$ cat config.mk
export PLATFORM = sky130hd
export DESIGN_NAME = bus_terminal_fifo
export DESIGN_NICKNAME = d
export VERILOG_FILES = /design/src/rtl/bus_terminal_fifo.sv
export SDC_FILE = /design/constraint.sdc
export NUM_CORES = 1
export LEC_CHECK = 0
export CAP_MARGIN = 25
export CORE_MARGIN = 2
export CORE_UTILIZATION = 51
export CTS_CLUSTER_DIAMETER = 50
export DETAILED_ROUTE_END_ITERATION = 10
export GPL_TIMING_DRIVEN = 0
export HOLD_SLACK_MARGIN = 0.15
export PLACE_DENSITY = 0.75
export RECOVER_POWER = 25
export SLEW_MARGIN = 20
export SYNTH_ARGS = -nofsm -noshare
export SYNTH_HDL_FRONTEND = slang
export SYNTH_SLANG_ARGS = --single-unit
$ cat constraint.sdc
create_clock -name clk -period 2.7 [get_ports clk]
set_input_delay 0.54 -clock clk [delete_from_list [all_inputs] [get_ports clk]]
set_output_delay 0.54 -clock clk [all_outputs]
set_load 0.02 [all_outputs]
$ cat src/rtl/bus_terminal_fifo.sv
// Per-terminal TX/RX packet buffering between a host port and one bus driver slot.
// Optional drop statistics counters are built when BUS_FIFO_STATS_EN is defined.

module bus_terminal_fifo_q #(
    parameter int W     = 16,
    parameter int DEPTH = 8,
    parameter int CW    = $clog2(DEPTH) + 1
) (
    input  logic          clk,
    input  logic          reset,
    input  logic          wr,
    input  logic [W-1:0]  wdata,
    input  logic          rd,
    output logic          full,
    output logic [CW-1:0] count,
    output logic          nonempty,
    output logic [W-1:0]  head,
    output logic          ovf,
    output logic [15:0]   drop_cnt
);
    localparam int AW = $clog2(DEPTH);
    localparam logic [AW-1:0] LAST_PTR = AW'(DEPTH - 1);
    localparam logic [CW-1:0] FULL_CNT = CW'(DEPTH);

    logic [W-1:0]  mem_r [DEPTH];
    logic [AW-1:0] wr_ptr_r;
    logic [AW-1:0] rd_ptr_r;
    logic [CW-1:0] count_r;
    logic          ovf_r;
    logic          rd_ok_s;
    logic          wr_ok_s;
    logic          drop_s;
    logic [CW-1:0] count_nxt_s;

    function automatic logic [AW-1:0] next_ptr(input logic [AW-1:0] p);
        return (p == LAST_PTR) ? {AW{1'b0}} : p + AW'(1);
    endfunction

    // Accept/drop decisions; a pop in the same cycle frees a slot for a write into a full queue.
    always_comb begin
        rd_ok_s     = 1'b0;
        wr_ok_s     = 1'b0;
        drop_s      = 1'b0;
        count_nxt_s = count_r;
        rd_ok_s     = rd && (count_r != {CW{1'b0}});
        wr_ok_s     = wr && ((count_r != FULL_CNT) || rd_ok_s);
        drop_s      = wr && !wr_ok_s;
        case ({wr_ok_s, rd_ok_s})
            2'b10:   count_nxt_s = count_r + CW'(1);
            2'b01:   count_nxt_s = count_r - CW'(1);
            default: count_nxt_s = count_r;
        endcase
    end

    // Pointers, occupancy and sticky overflow flag.
    always_ff @(posedge clk or negedge reset) begin
        if (!reset) begin
            wr_ptr_r <= {AW{1'b0}};
            rd_ptr_r <= {AW{1'b0}};
            count_r  <= {CW{1'b0}};
            ovf_r    <= 1'b0;
        end else begin
            if (wr_ok_s) wr_ptr_r <= next_ptr(wr_ptr_r);
            if (rd_ok_s) rd_ptr_r <= next_ptr(rd_ptr_r);
            count_r <= count_nxt_s;
            if (drop_s) ovf_r <= 1'b1;
        end
    end

    // Packet storage; contents are never cleared, the head is masked when empty instead.
    always_ff @(posedge clk) begin
        if (reset && wr_ok_s) mem_r[wr_ptr_r] <= wdata;
    end

`ifdef BUS_FIFO_STATS_EN
    logic [15:0] drop_cnt_r;

    // Saturating count of dropped writes.
    always_ff @(posedge clk or negedge reset) begin
        if (!reset) begin
            drop_cnt_r <= 16'h0000;
        end else if (drop_s && (drop_cnt_r != 16'hFFFF)) begin
            drop_cnt_r <= drop_cnt_r + 16'h0001;
        end
    end

    assign drop_cnt = drop_cnt_r;
`else
    assign drop_cnt = 16'h0000;
`endif

    assign full     = (count_r == FULL_CNT);
    assign count    = count_r;
    assign nonempty = (count_r != {CW{1'b0}});
    assign head     = nonempty ? mem_r[rd_ptr_r] : {W{1'b0}};
    assign ovf      = ovf_r;
endmodule

module bus_terminal_fifo #(
    parameter int   pckg_sz   = 16,
    parameter int   deep_fifo = 8,
    localparam int  cnt_w     = $clog2(deep_fifo) + 1
) (
    input  logic               clk,
    input  logic               reset,
    input  logic               wr_en,
    input  logic [pckg_sz-1:0] wr_data,
    output logic               tx_full,
    output logic [cnt_w-1:0]   tx_count,
    output logic               pndng,
    output logic [pckg_sz-1:0] D_pop,
    input  logic               pop,
    input  logic               push,
    input  logic [pckg_sz-1:0] D_push,
    output logic               rx_valid,
    output logic [pckg_sz-1:0] rx_data,
    input  logic               rx_rd,
    output logic [cnt_w-1:0]   rx_count,
    output logic               tx_ovf,
    output logic               rx_ovf,
    output logic [15:0]        tx_drop_cnt,
    output logic [15:0]        rx_drop_cnt
);
    logic rx_full_s;

    // Host -> bus direction.
    bus_terminal_fifo_q #(.W(pckg_sz), .DEPTH(deep_fifo), .CW(cnt_w)) u_tx (
        .clk      (clk),
        .reset    (reset),
        .wr       (wr_en),
        .wdata    (wr_data),
        .rd       (pop),
        .full     (tx_full),
        .count    (tx_count),
        .nonempty (pndng),
        .head     (D_pop),
        .ovf      (tx_ovf),
        .drop_cnt (tx_drop_cnt)
    );

    // Bus -> host direction; the RX full indication is not exported.
    bus_terminal_fifo_q #(.W(pckg_sz), .DEPTH(deep_fifo), .CW(cnt_w)) u_rx (
        .clk      (clk),
        .reset    (reset),
        .wr       (push),
        .wdata    (D_push),
        .rd       (rx_rd),
        .full     (rx_full_s),
        .count    (rx_count),
        .nonempty (rx_valid),
        .head     (rx_data),
        .ovf      (rx_ovf),
        .drop_cnt (rx_drop_cnt)
    );

    logic unused_s;
    assign unused_s = rx_full_s;
endmodule
## Yosys cells after proc, flatten, opt, wreduce, memory -nomap -nowiden

Memory sizes are Yosys's and may differ from the RTL's.
Cells that the tools add are included.

| cells by class | value |
|---|---|
| add/subtract/negate cells | 8 |
| eq/ne operators | 11 |
| mux-type cells | 12 |
| reductions and logical operators | 16 |

Operators with widths:

| cell | count |
|---|---|
| $mux 16 | 2 |
| $pmux 4 s2 | 2 |
| $add 3x1->3 const B | 4 |
| $eq 3x3->1 const B | 4 |
| $mux 3 | 4 |
| $add 4x1->4 const B | 2 |
| $logic_and 1x1->1 | 8 |
| $ne 4x4->1 const B | 2 |
| $reduce_bool 4->1 | 2 |
| $sub 4x1->4 const B | 2 |
| $eq 2x1->1 const B | 2 |
| $eq 2x2->1 const B | 2 |
| $eq 4x4->1 const B | 1 |
| $mux 1 | 4 |
| $reduce_bool 2->1 | 2 |
| $logic_not 1->1 | 2 |
| $logic_or 1x1->1 | 2 |

| storage, ports and cells | value |
|---|---|
| bits in registers | 22 |
| bits in writable memories | 256 |
| input bits | 38 |
| output and inout port bits | 77 |
| logic and storage cells | 57 |
| memories kept | 2 |

Memory list:

| memory | depth | bits a word | read ports | clocked after memory_dff | write ports | RTL line | text |
|---|---|---|---|---|---|---|---|
| u_rx.mem_r | 8 | 16 | 1 | 0 | 1 | 25 | `logic [W-1:0] mem_r [DEPTH];` |
| u_tx.mem_r | 8 | 16 | 1 | 0 | 1 | 25 |  |

## Depth between registers and ports, before layout

Gate-level depths: netlist of the first run.

| logic depth | value |
|---|---|
| depth after elaboration | 7 |
| mapped depth | 12 |
| mapped depth without buffers | 12 |

## Cells and area by module

From an unflattened synthesis of the first run, not the netlist that was laid out.

| second synthesis, totals | value |
|---|---|
| cells, all modules | 556 |
| area, all modules | 11330.9 µm² |

By module, submodules not included:

| module | instances | cells an instance | area an instance (µm²) | sequential area each (µm²) |
|---|---|---|---|---|
| bus_terminal_fifo_q | 2 | 278 | 5665.4 | 4119.0 |

## Least setup slack after synthesis of the first run

No wires, ideal clock.

| timing | value |
|---|---|
| path kind | register -> register |
| start point | register u_tx.count_r[3], in the netlist u_tx.count[3] |
| end point | memory u_tx.mem_r[2][0] (enable) |
| library setup time | 0.430 ns |
| arrival time | 2.485 ns |
| data required time | 2.270 ns |
| slack | -0.215 ns |
| stages on the path, launching flop included | 4 |
| path buffers | 0 |
| period minus slack after synthesis | 2.915 ns |
| cell sequence | dfrtp_1 or4b_4 o21ai_4 nor4_1 |

| on the way | value |
|---|---|
| cells in the longest elaborated chain, start to end | 7 |
| elaborated cells on any way between the ends | 8 |
| classes of those cells | eq/ne: 1; mux: 2; reduce/logical: 5 |

Ends and longest elaborated chain:

| what | RTL line | text |
|---|---|---|
| start: declaration | 28 | `logic [CW-1:0] count_r;` |
| start signal: assignment | 60 | `count_r <= {CW{1'b0}};` |
| start signal: assignment | 65 | `count_r <= count_nxt_s;` |
| $reduce_bool 4->1 | 45 | `rd_ok_s = rd && (count_r != {CW{1'b0}});` |
| $logic_and 1x1->1 | 45 |  |
| $logic_or 1x1->1 (*) | 46 | `wr_ok_s = wr && ((count_r != FULL_CNT) \|\| rd_ok_s);` |
| $logic_and 1x1->1 (*) | 46 |  |
| $logic_and 1x1->1 (*) | 72 | `if (reset && wr_ok_s) mem_r[wr_ptr_r] <= wdata;` |
| $mux 1 (*) | 72 |  |
| $mux 1 (implied by the code) (*) | 72 |  |
| end: declaration | 25 |  |

Every way passes the cells marked *; elsewhere a longest branch is shown, timed or not.

## Worst setup path in the final report of the first run

| timing | value |
|---|---|
| start point | register u_tx.rd_ptr_r[0] |
| end point | output port D_pop[10] |

| on the way | value |
|---|---|
| cells in the longest elaborated chain, start to end | 2 |

Ends and longest elaborated chain:

| what | RTL line | text |
|---|---|---|
| start: declaration | 27 | `logic [AW-1:0] rd_ptr_r;` |
| start signal: assignment | 59 | `rd_ptr_r <= {AW{1'b0}};` |
| start signal: assignment | 64 | `if (rd_ok_s) rd_ptr_r <= next_ptr(rd_ptr_r);` |
| $mem_v2 8x16 | n/a |  |
| $mux 16 | 95 | `assign head = nonempty ? mem_r[rd_ptr_r] : {W{1'b0}};` |
| end: declaration | 111 | `output logic [pckg_sz-1:0] D_pop,` |

No other way between the ends.

==> impl_metrics.csv, run 1 <==
group,metric,value,unit
worst_setup_path,rr_startpoint,"u_rx.count[2]",
global_route,grt_max_degree,23,
worst_setup_path,r2r_cells,12,
timing,clock_skew,0.0186,ns
power,cellPowerDensity,1070,nW/µm²
final_layout,fin_util,0.652,
floorplanning,pin_count,115,
synthesis,synth-seq-area-share,0.727,
clocking,clock-sinks,278,
final_layout,areaGrowthSynthToFinish,25.5,%
synthesis,synth-main-ff-cell,"edfxtp_1",
detailed_routing,vias,5853,
outcome,violations,"negative setup slack",
floorplanning,fp.dieW,153,µm
final_layout,nets,826,
worst_setup_path,r2r_end,"u_rx.count[2]",
detailed_routing,totalWireLength,23.3,mm
synthesis,synth_seq_cells,278,
placed_design,routabilityCongestion,0.736,
synthesis,yosys_warnings,0,
timing,rsz0062_at_grt,"yes",
synthesis,synth_compound_area_frac,0.0129,
placed_design,place_inst,1000,
timing,worst_pin_slew,1.30,ns
synthesis,syn_area,11300,µm²
clocking,cts_root_buffer,"clkbuf_16",
worst_hold_path,hp-start,"wr_en",
global_route,grt-ovfl-total,0,
power,p_leak,5.14,nW
synthesis,synth_mux_area_frac,0.164,
synthesis,avgSynthCellArea,19.4,µm²
detailed_routing,dr.pass1.iters,4,
synthesis,synth_cell_types,38,
worst_setup_path,crit_path_start,"u_tx.rd_ptr_r[0]",
detailed_routing,wl_per_cell,21.6,µm
final_layout,final_layout_size_suffix_gt1_frac,0.357,
timing,finalWorstSetupSlack,-0.0589,ns
worst_hold_path,min_path_type,"input pin to flip-flop",
detailed_routing,route.detailed.drc,0,
synthesis,netlist_instances,584,
detailed_routing,drt.antenna.violating_nets,0,
placed_design,portBuffers,81,
floorplanning,die_area,23400,µm²
clocking,htree_levels,1,
timing,finalCritPeriodShare,1.02,
timing,drv_slew,0,
global_route,antenna_found_initial,1,
synthesis,synth_top_family_by_area,"multiplexers",
synthesis,synthSimpleGateAreaFrac,0.0404,
flow_run,drv_cap,0,
global_route,grt_pass1_wl,35.6,mm
placed_design,dpl_cell_area,12900,µm²
worst_setup_path,reg2reg_slack,0.14,ns
timing,hold_viol_final,0,
floorplanning,fp-row-count,54,
timing,hold_ws,0.380,ns
worst_setup_path,crit_type,"flip-flop to output pin",
worst_setup_path,crit_end,"D_pop[10]",
timing,finalSetupViolations,14,
worst_setup_path,critPathCaptureType,"output pin",
final_layout,stdcell_area,14200,µm²
floorplanning,fp.dieH,153,µm
global_route,grt_util_all_layers,0.199,
clocking,clock_latency,0.55,ns
floorplanning,core,21800,µm²
worst_setup_path,crit_path_max_fanout,7,
global_route,first_global_vias,6137,
worst_setup_path,cp.arrival,2.22,ns
clocking,cts_tree,"yes",
detailed_routing,via_per_inst,5.42,
final_layout,fin_cells,1079,
synthesis,synth-edff-count,256,
clocking,cts_buffers,30,
timing,min_period,2.76,ns
detailed_routing,drt_iter0_markers,369,
placed_design,hpwl,15.0,mm
synthesis,synthAdderAreaFrac,0.0161,
outcome,status,"finished with violations",
worst_setup_path,required,2.16,ns
floorplanning,initial_utilization,0.519,
clocking,ctsLongestPathBuffers,3,
clocking,path_clk_slew,0.06,ns
synthesis,async_flop_share,0.0791,
timing,slew-limit-headroom,0.132,
power,vdd_ir_drop_max,0.845,mV
synthesis,yosys.area_share.xor_xnor,0.00618,
worst_setup_path,critPathLaunchType,"flip-flop",
timing,final.setup.tns,-0.340,ns
timing,timing.fmax,362,MHz
==> registers in the layout, summed over array words and instances, names as in the netlist <==
| name | count |
|---|---|
| u_tx.wr_ptr_r | 3 |
| u_rx.count | 4 |
| u_rx.mem_r | 128 |
| u_tx.rd_ptr_r | 3 |
| u_rx.rd_ptr_r | 3 |
| u_tx.count | 4 |
| u_rx.wr_ptr_r | 3 |
| u_rx.ovf | 1 |
| u_tx.mem_r | 128 |
| u_tx.ovf | 1 |
==> cell families (layout without fill, tap and decap cells) <==
group	after synthesis	count (layout)
AND/OR/NAND/NOR	93	93
XOR/XNOR	8	8
AO/OA/AOI/OAI	21	21
other	1	33
adder cells (fa/ha/maj)	14	14
multiplexers	105	105
flip-flops	278	278
buffers and inverters	64	247
==> placed cells by master, fill, tap and decap left out, drive strengths merged, types with 2 or more instances in the layout <==
cell type,instances
a21o,5
a21oi,3
buf,124
bufinv,3
clkbuf,45
clkdlybuf4s50,28
clkinv,13
conb,32
dfrtp,22
dlygate4sd2,3
dlygate4sd3,17
edfxtp,256
ha,13
inv,13
mux2,6
mux2i,35
mux4,64
nand2,10
nand2b,9
nand3,2
nand3b,3
nor2,47
nor3,11
nor4,2
o211ai,2
o21ai,9
or3,2
or3b,2
xnor2,3
xor2,5
==> per-stage QoR <==
stage | setup slack, ns | total power [mW]
after floorplan | -0.215 | 8.84
after global placement | -2.71 | 10.6
after detailed placement | -0.406 | 10.9
after CTS | -0.0644 | 15.2
after global routing | -0.135 | 15.9
final | -0.0589 | 15.2
==> repair_timing <==
action | 4_1_cts | 5_1_grt
setup buffers | 16 | 6
hold buffers | 1 | 0
cloned | 4 | 0
pin swaps | 2 | 6
endpoints found under the hold margin | 22 | 0
resized for setup | 203 | 26
endpoints found under the setup margin | 38 | 32
==> synth_stat cells, types with 2 or more instances <==
cell	instances	area, µm²
a21o_1	5	37.5
a21oi_1	3	15.0
buf_1	2	7.51
buf_2	11	55.1
buf_4	32	240
clkbuf_1	10	37.5
dfrtp_1	22	551
edfxtp_1	256	7690
ha_1	13	163
inv_1	9	33.8
mux2_2	6	67.6
mux2i_1	35	350
mux4_2	64	1440
nand2_1	10	37.5
nand2b_1	9	56.3
nand3_1	2	10.0
nand3b_1	3	22.5
nor2_1	45	169
nor2_2	2	12.5
nor3_1	11	55.1
nor4_1	2	12.5
o211ai_1	2	15.0
o21ai_0	7	35.0
or3_4	2	22.5
or3b_2	2	17.5
xnor2_1	3	26.3
xor2_1	5	43.8
==> power by group <==
group          switching [mW]  total [mW]  internal, mW
clock network            1.62        4.01          2.39
registers               0.333        5.52          5.19
logic                    2.90        5.70          2.80
total                    4.85        15.2          10.4
==> layer usage <==
layer / global-route usage / share of wire / vias to the layer above
li1: - / - / 2645
met1: 0.253 / 0.39 / 2999
met3: 0.0329 / 0.051 / 34
met4: 0.0481 / 0.019 / 0
met2: 0.358 / 0.54 / 175
met5: 0 / 0 / -
==> worst min path at each step <==
stage               slack [ns]       endpoint  cells past startpoint
finish                    0.38  u_tx.count[3]                      3
global route              0.40  u_tx.count[3]                      3
CTS                       0.37  u_tx.count[3]                      3
detailed placement        0.45       u_rx.ovf                      1
global placement          0.44       u_rx.ovf                      1
floorplan                 0.24  u_rx.count[0]                      0
==> layout make-up <==
| class | instances | area, µm² |
|---|---|---|
| inverters | 9 | 33.8 |
| flip-flops and latches | 278 | 8240 |
| repair buffers | 129 | 1150 |
| well taps | 280 | 350 |
| clock inverters | 21 | 195 |
| diodes | 1 | 2.50 |
| multi-input cells | 273 | 2950 |
| fillers | 1477 | 7600 |
| plain buffers | 53 | 498 |
| clock buffers | 35 | 791 |
==> worst max-delay path, stage by stage (launching register included) <==
cell     delay [ns]
dfrtp_1        0.39
buf_12         0.17
buf_12         0.14
buf_6          0.09
mux4_2         0.48
mux2i_1        0.16
nor2_1         0.07
buf_4          0.15
No activity file was read; power rests on OpenSTA's default activity.
==> run 2: changes to the inputs <==
--- a/config.mk
+++ b/config.mk
@@ -7,12 +7,13 @@
 export LEC_CHECK = 0
 export CAP_MARGIN = 25
 export CORE_MARGIN = 2
-export CORE_UTILIZATION = 51
+export CORE_UTILIZATION = 55
 export CTS_CLUSTER_DIAMETER = 50
 export DETAILED_ROUTE_END_ITERATION = 10
+export DONT_BUFFER_PORTS = 1
 export GPL_TIMING_DRIVEN = 0
 export HOLD_SLACK_MARGIN = 0.15
-export PLACE_DENSITY = 0.75
+export PLACE_DENSITY = 0.72
 export RECOVER_POWER = 25
 export SLEW_MARGIN = 20
 export SYNTH_ARGS = -nofsm -noshare
==> impl_metrics.csv, run 2 (same netlist as run 1, synthesis figures left out) <==
group,metric,value,unit
outcome,status,"completed",
worst_setup_path,rr_startpoint,"u_rx.count[2]",
worst_setup_path,cp_num_buf_inv,2,
power,p_total,14.6,mW
floorplanning,initial_utilization,0.560,
clocking,cts_tree,"yes",
global_route,grt_pass1_wl,35.5,mm
worst_setup_path,crit_type,"flip-flop to output pin",
floorplanning,fp.dieH,148,µm
detailed_routing,totalWireLength,23.0,mm
timing,finalCritPeriodShare,0.983,
detailed_routing,dr.pass1.iters,5,
worst_setup_path,r2r_cells,12,
timing,clock_skew,0.00836,ns
power,power.share.clock,0.292,
power,cellPowerDensity,1060,nW/µm²
floorplanning,core,20200,µm²
worst_setup_path,required,2.16,ns
final_layout,mostFrequentLayoutCell,"edfxtp_1",
floorplanning,pin_count,115,
power,vdd_ir_drop_max,0.843,mV
final_layout,nets,763,
placed_design,place_ws,-0.497,ns
detailed_routing,drt.antenna.violating_nets,0,
worst_setup_path,cp_slowest_cell,"mux4_2",
final_layout,stdcell_area,13800,µm²
worst_setup_path,cp.depth,5,
power,p_leak,4.88,nW
power,p_comb_frac,0.324,
worst_setup_path,max_stage_delay,0.56,ns
detailed_routing,vias,5710,
timing,min_period,2.66,ns
timing,drv_slew,0,
worst_setup_path,cp.arrival,2.12,ns
power,p_sw_frac,0.321,
final_layout,final_cell_mix,"edfxtp_1 (256), mux4_2 (64), buf_4 (45)",
worst_setup_path,cp_cell_sequence,"buf_6 -> buf_12 -> mux4_2 -> mux2i_4 -> nor2_4",
power,p_switching,4.70,mW
global_route,grt-ovfl-total,0,
worst_setup_path,crit_path_start,"u_rx.rd_ptr_r[0]",
worst_setup_path,r2r_end,"u_rx.count[2]",
global_route,grt_max_degree,23,
worst_setup_path,reg2reg_slack,0.13,ns
placed_design,routabilityCongestion,0.739,
timing,timing.fmax,377,MHz
floorplanning,fp-row-count,52,
worst_setup_path,crit_end,"rx_data[7]",
clocking,path_clk_slew,0.06,ns
clocking,clock_latency,0.55,ns
global_route,grt_util_all_layers,0.218,
worst_setup_path,crit_path_max_fanout,10,
timing,slew-limit-headroom,0.521,
floorplanning,fp.dieW,148,µm
worst_hold_path,min_path_type,"input pin to flip-flop",
clocking,cts_root_buffer,"clkbuf_16",
timing,finalSetupViolations,0,
timing,rsz0062_at_grt,"yes",
power,p_int,9.92,mW
global_route,first_global_vias,6056,
detailed_routing,drt_iter0_markers,335,
timing,finalWorstSetupSlack,0.0447,ns
detailed_routing,route.detailed.drc,0,
placed_design,hpwl,15.0,mm
placed_design,dpl_cell_area,12100,µm²
final_layout,fin_util,0.681,
clocking,htree_levels,1,
detailed_routing,via_per_inst,5.68,
placed_design,portBuffers,0,
worst_setup_path,crit_family,"multiplexers",
floorplanning,die_area,21800,µm²
detailed_routing,wl_per_cell,22.9,µm
power,power_frac_seq,0.385,
final_layout,final_layout_size_suffix_gt1_frac,0.346,
clocking,cts_buffers,30,
worst_setup_path,critPathCaptureType,"output pin",
worst_setup_path,critPathLaunchType,"flip-flop",
clocking,clock-sinks,278,
timing,worst_pin_slew,0.713,ns
timing,hold_viol_final,0,
global_route,antenna_found_initial,1,
final_layout,areaGrowthSynthToFinish,21.6,%
final_layout,top_regs,"u_rx.mem_r (128), u_tx.mem_r (128)",
clocking,ctsLongestPathBuffers,3,
flow_run,drv_cap,0,
[run 2: how the worst min path moves through the flow]
stage / from / to / cells after the start
after CTS: rx_rd / u_rx.rd_ptr_r[0] / 2
after global routing: rx_rd / u_rx.rd_ptr_r[0] / 2
final: rx_rd / u_rx.rd_ptr_r[0] / 2
after floorplan: reset / u_rx.count[0] / 0
after detailed placement: reset / u_rx.count[0] / 0
after global placement: reset / u_rx.count[0] / 0
[run 2: power groups by stage]
stage | Clock (mW) | Sequential, mW | Combinational [mW]
2_1_floorplan | 0 | 5.56 | 3.27
3_3_place_gp | 0 | 5.62 | 3.99
3_5_place_dp | 0 | 5.65 | 4.23
4_1_cts | 4.33 | 5.62 | 4.68
5_1_grt | 4.51 | 5.67 | 5.08
6_report | 4.27 | 5.62 | 4.73
[run 2: metal layers]
metal	track usage	wire [µm]
met1	0.267	8640
met2	0.391	12200
met3	0.0475	1530
met4	0.0639	646
met5	0	0
[run 2: worst register-to-register path, stage by stage (launching register included)]
cell	delay (ns)
dfrtp_2	0.49
or3_4	0.45
nor2_4	0.19
inv_2	0.12
nand2_4	0.11
inv_1	0.07
ha_2	0.21
xor2_1	0.15
ha_1	0.18
a21oi_1	0.14
xor2_1	0.16
nor2_1	0.06
xor2_1	0.14
[run 2: final cells by class]
| cell class | count | area [µm²] |
|---|---|---|
| Antenna cell | 1 | 2.50 |
| Multi-Input combinational cell | 273 | 3010 |
| Buffer | 53 | 495 |
| Clock inverter | 19 | 249 |
| Fill cell | 1280 | 6450 |
| Clock buffer | 36 | 795 |
| Sequential cell | 278 | 8240 |
| Inverter | 9 | 33.8 |
| Timing Repair Buffer | 66 | 618 |
| Tap cell | 270 | 338 |
[run 2: metrics by stage]
| stage | hold slack (ns) | TNS (ns) | cells |
|---|---|---|---|
| 6_report | 0.221 | 0 | 1005 |
| 5_1_grt | 0.222 | -0.0585 | 1005 |
| 4_1_cts | 0.208 | 0 | 1003 |
| 3_5_place_dp | 0.245 | -1.98 | 910 |
| 3_3_place_gp | 0.245 | -175.55 | 885 |
| 2_1_floorplan | 0.244 | -6.88 | 615 |
[run 2: timing repair]
item	4_1_cts	5_1_grt
hold buffers	34	1
setup buffers	6	0
pin swaps	3	0
hold endpoints to repair	279	22
gates resized for setup	69	19
setup endpoints to repair	39	20
